--- src/rtl/add_pkg.sv ---
// Shared definitions for the add operand loader: default width, loader states and
// a bit-index to add-port-name lookup for benches and debug.
package add_pkg;

  localparam int unsigned VEC_W_DEF = 25;

  typedef enum logic {
    StShift,
    StPresent
  } loader_state_e;

  // vec[VEC_W_DEF-1] drives port 'a', vec[0] drives port 'y'; returns the ASCII port letter.
  function automatic logic [7:0] port_name(input int unsigned idx);
    return 8'(32'd97 + (VEC_W_DEF - 1 - idx));
  endfunction

endpackage

--- src/rtl/add_vec_sipo.sv ---
// Serial-in parallel-out shift register with bit counter; sof restarts the frame and
// last pulses combinationally on the accept that completes a full vector.
module add_vec_sipo
  import add_pkg::*;
#(
  parameter int unsigned VEC_W = VEC_W_DEF
) (
  input  logic             clk,
  input  logic             rst,
  input  logic             accept,
  input  logic             sof,
  input  logic             data,
  output logic [VEC_W-1:0] shift_next,
  output logic             last
);

  localparam int unsigned CntW = $clog2(VEC_W + 1);

  logic [VEC_W-1:0] sr_q;
  logic [CntW-1:0]  cnt_q;
  logic [CntW-1:0]  cnt_d;

  always_comb begin
    shift_next = sr_q;
    cnt_d      = cnt_q;
    last       = 1'b0;
    if (accept) begin
      if (sof) begin
        shift_next    = '0;
        shift_next[0] = data;
        cnt_d         = CntW'(1);
      end else begin
        shift_next = (sr_q << 1) | VEC_W'(data);
        cnt_d      = cnt_q + CntW'(1);
      end
      // A completed vector also covers sof on the only bit when VEC_W is 1.
      if (cnt_d == CntW'(VEC_W)) begin
        last  = 1'b1;
        cnt_d = '0;
      end
    end
  end

  always_ff @(posedge clk or negedge rst) begin
    if (!rst) begin
      sr_q  <= '0;
      cnt_q <= '0;
    end else begin
      sr_q  <= shift_next;
      cnt_q <= cnt_d;
    end
  end

endmodule

--- src/rtl/add_vec_loader.sv ---
// Framed serial operand loader for the add netlist: assembles VEC_W bits, presents them
// with on held for HOLD_CYCLES, and counts completed frames.
module add_vec_loader
  import add_pkg::*;
#(
  parameter int unsigned VEC_W       = VEC_W_DEF,
  parameter int unsigned HOLD_CYCLES = 2,
  parameter int unsigned CNT_W       = 16
) (
  input  logic             clk,
  input  logic             rst,
  input  logic             run,
  input  logic             sin_valid,
  input  logic             sin_sof,
  input  logic             sin_data,
  output logic             sin_ready,
  output logic [VEC_W-1:0] vec,
  output logic             on,
  output logic [CNT_W-1:0] frame_cnt
);

  localparam int unsigned HoldW = $clog2(HOLD_CYCLES + 1);

  loader_state_e    state_q;
  logic [HoldW-1:0] hold_q;
  logic             accept;
  logic             last;
  logic [VEC_W-1:0] shift_next;

  // Gated by rst so nothing is offered while reset is held.
  assign sin_ready = run & rst & (state_q == StShift);
  assign accept    = sin_valid & sin_ready;

  add_vec_sipo #(
    .VEC_W(VEC_W)
  ) u_sipo (
    .clk       (clk),
    .rst       (rst),
    .accept    (accept),
    .sof       (sin_sof),
    .data      (sin_data),
    .shift_next(shift_next),
    .last      (last)
  );

  always_ff @(posedge clk or negedge rst) begin
    if (!rst) begin
      state_q   <= StShift;
      hold_q    <= '0;
      vec       <= '0;
      on        <= 1'b0;
      frame_cnt <= '0;
    end else begin
      case (state_q)
        StShift: begin
          if (last) begin
            vec       <= shift_next;
            on        <= 1'b1;
            frame_cnt <= frame_cnt + CNT_W'(1);
            hold_q    <= HoldW'(1);
            state_q   <= StPresent;
          end
        end
        StPresent: begin
          if (hold_q == HoldW'(HOLD_CYCLES)) begin
            on      <= 1'b0;
            state_q <= StShift;
          end else begin
            hold_q <= hold_q + HoldW'(1);
          end
        end
        default: state_q <= StShift;
      endcase
    end
  end

endmodule
--- config.mk ---
export PLATFORM = sky130hd
export DESIGN_NAME = add_vec_loader
export DESIGN_NICKNAME = d
export VERILOG_FILES = /design/src/rtl/add_pkg.sv /design/src/rtl/add_vec_sipo.sv /design/src/rtl/add_vec_loader.sv
export SDC_FILE = /design/constraint.sdc
export NUM_CORES = 1
export LEC_CHECK = 0
export CAP_MARGIN = 20
export CORE_UTILIZATION = 49
export DETAILED_ROUTE_END_ITERATION = 6
export PLACE_DENSITY = 0.74
export SYNTH_ARGS = -nofsm -noshare
export SYNTH_HDL_FRONTEND = slang
export SYNTH_SLANG_ARGS = --single-unit
--- constraint.sdc ---
create_clock -name clk -period 2.2 [get_ports clk]
set_clock_uncertainty 0.05 [all_clocks]
set_input_delay 0.44 -clock clk [delete_from_list [all_inputs] [get_ports clk]]
set_output_delay 0.44 -clock clk [all_outputs]
set_load 0.1 [all_outputs]
==> results.py <==
metrics = {
    "status": {
        "status": "completed",
    },
    "critical_path": {
        "crit_type": "reg2reg",
        "slowest_delay_ps": 530,
        "required_ps": 2370,
        "cpMaxStageDelayCell": "or4_4",
        "critical-path-top-delay-family": "simple AND/OR/NAND/NOR gates",
        "path_cells": "ha_4 > or4_4 > nor3_4 > buf_12 > clkbuf_16 > mux2_4",
        "path_max_fanout": 7,
        "start_kind": "flop",
        "crit_arrival_ps": 2370,
        "setup.worst_path.end_class": "flop",
        "critPathBufInv": 2,
    },
    "clocking": {
        "cts_tree": "done",
        "cts_hold_buf": 0,
        "cts_root_buffer": "clkbuf_8",
        "cts_buffer_depth": 2,
        "clkLatencyLatePin_ps": 340,
        "numCtsBuffers": 9,
        "cts_sinks": 75,
        "clk_transition_reported_paths_ps": 80,
        "htreeDepth": 3,
    },
    "power_and_ir_drop": {
        "clkPwrFrac_pct": 41.6,
        "swShare_pct": 23.3,
        "p_seq_share_pct": 51.2,
        "switching_power_uw": 650,
        "power_uw": 2790,
        "vdd_ir_drop_max_v": 0.000462,
        "p_int_uw": 2140,
        "power_frac_comb_pct": 7.3,
        "power_density_nw_per_um2": 647,
        "leakage_uw": 0.00206,
    },
    "die": {
        "pin_count": 49,
        "core_region_area_sq_um": 6490,
        "start_util_pct": 52.1,
        "die_y_microns": 85.1,
        "die_w_microns": 85.1,
        "fp-row-count": 29,
        "dieArea_sq_um": 7240,
    },
    "sta": {
        "worst_hold_slack_ps": 77.7,
        "setup_violations": 0,
        "finalCriticalPeriod_ps": 2200,
        "tightest_slew_ps": 547,
        "max_slew_margin_pct": 63.5,
        "finalHoldViolCount": 0,
        "setup_ws_ps": 3.68,
        "period_share_pct": 99.8,
        "slew_viol_final": 0,
        "grt_setup_unrepaired": "true",
        "setup_tns_ps": 0,
        "fmax_mhz": 455,
    },
    "drt": {
        "firstDrtPassIters": 4,
        "finalWirelength_mm": 6.69,
        "met1_length_mm": 3.33,
        "avgRoutedWirePerCell_microns": 15.4,
        "ant_nets": 0,
        "top_layer": "met4",
        "wl_met3_microns": 154,
        "via_per_inst": 5.35,
        "wl_met2_mm": 3.12,
        "drt_iter0_drc": 127,
        "drt_drc_violations_left": 0,
        "num_vias": 2328,
    },
    "layout": {
        "area_delta_synth_final_pct": 27.5,
        "nNetsFinal": 362,
        "final_layout_size_suffix_gt1_share_pct": 37.2,
        "n_fill_cell": 479,
        "finalInstanceArea_sq_um": 4310,
        "antenna_cells": 0,
    },
    "global_route": {
        "track_usage_pct": 19.4,
        "antenna_found_initial": 0,
        "grt_pass1_vias": 2292,
        "grt_start_max_net_pins": 45,
        "grt_overflow": 0,
        "grt_pass1_wl_mm": 11.0,
    },
    "place": {
        "globalplace.congestion": 0.803,
        "place_ws_ps": -355,
        "place_area_sq_um": 3990,
        "port_buffers": 48,
        "dp_hpwl_mm": 4.14,
    },
    "logic_synthesis": {
        "synthFlopType": "dfrtp_1",
        "synth_edf_count": 0,
        "synth_top_area_cell": "dfrtp_1",
        "syn-cell-area_sq_um": 3380,
        "syn_inst": 286,
        "synth_top_area_share_pct": 55.5,
        "synth.ff_latch_count": 75,
        "ys_async_sr_fraction_pct": 100,
        "yosysSeqAreaShare_pct": 55.5,
        "ys_types": 39,
        "synthesis.nets": 295,
        "yosys-top-cells-area": "dfrtp_1, mux2_4, nand2b_1",
        "yosys_warnings": 0,
        "syn_avg_cell_area_sq_um": 11.8,
    },
    "run": {
        "drv_cap": 0,
    },
    "hold_path": {
        "hp-class": "in2async",
    },
}
==> cells in the mapped netlist (all sizes together), types with 2 or more instances <==
cell type,instances
a21oi,2
and2,2
and3,2
buf,9
clkbuf,7
dfrtp,75
ha,3
inv,6
mux2,26
nand2,37
nand2b,27
nand3,7
nand4,4
nor2,4
nor3,4
nor4,13
o21ai,26
or3,2
xnor2,3
xor2,14
==> path summary, 6_finish.rpt <==
path | from | end | slack [ps] | depth (start not counted)
max in group asynchronous | rst | u_sipo.sr_q[12] | 1120 | 3
hold / removal | rst | frame_cnt[8] | 80 | 2
setup reg to reg | u_sipo.cnt_q[1] | vec[19] | 4 | 6
min in group clk | frame_cnt[15] | frame_cnt[15] | 420 | 1
hold reg to reg | frame_cnt[15] | frame_cnt[15] | 420 | 1
setup / recovery | u_sipo.cnt_q[1] | vec[19] | 4 | 6
==> metal layers <==
metal,GRT usage (%),vias to the layer above
li1,-,1114
met3,3.60,6
met4,9.24,0
met1,27.0,1173
met5,0,-
met2,29.7,35
==> cell usage in the layout, fill, tap and decap left out, types with 3 or more instances in the layout <==
master,instances
nor2_1,3
buf_12,5
o21ai_0,26
nand4_1,4
xnor2_1,3
dfrtp_1,67
nand3_1,7
mux2_4,26
clkbuf_8,9
nor4_1,6
nand2_1,37
xor2_1,14
inv_1,6
nor3_1,3
dfrtp_2,8
nor4_2,7
buf_4,60
nand2b_1,27
clkdlybuf4s50_1,4
==> power by group through the flow <==
stage	combinational [uW]	sequential, uW	clock [uW]
after floorplan	103	1450	0
after global placement	199	1450	0
after detailed placement	203	1450	0
after CTS	204	1430	1190
after global routing	233	1430	1240
final	203	1430	1160
==> final cells by class <==
cell class | count | area (sq um) | area share, %
inverters | 6 | 22.5 | 0.523
well taps | 77 | 96.3 | 2.24
repair buffers | 72 | 652 | 15.1
clock buffers | 9 | 124 | 2.87
clock inverters | 7 | 98.8 | 2.29
multi-input cells | 189 | 1430 | 33.2
flip-flops and latches | 75 | 1890 | 43.8
==> state kept, by name, summed over array words and instances (netlist names) <==
name	flops
frame_cnt	16
vec	25
state_q	1
u_sipo.sr_q	25
on	1
hold_q	2
u_sipo.cnt_q	5
==> timing repair <==
action,in CTS,in global routing
setup buffers,0,2
gates resized for setup,1,1
setup endpoints to repair,4,26
cloned,0,3
==> worst reg2reg max path, stage by stage (launching register included) <==
cell and delay, ps:
dfrtp_1 410, ha_4 250, or4_4 530, nor3_4 230, buf_12 150, clkbuf_16 170, mux2_4 300
==> kinds of logic after synthesis <==
kind of cell             after synthesis  synth area share (%)
XOR/XNOR                              17                  4.40
adder cells (fa/ha/maj)                3                  1.11
AO/OA/AOI/OAI                         32                  5.07
multiplexers                          27                  11.3
AND/OR/NAND/NOR                      110                  19.0
flip-flops                            75                  55.5
buffers and inverters                 22                  3.63
==> per-stage QoR <==
| stage | cells | util (%) |
|---|---|---|
| finish | 435 | 66.3 |
| global route | 435 | 66.3 |
| CTS | 430 | 64.9 |
| detailed placement | 414 | 61.4 |
| global placement | 414 | 61.4 |
| floorplan | 286 | - |
Power figures use the tool's default switching activity.
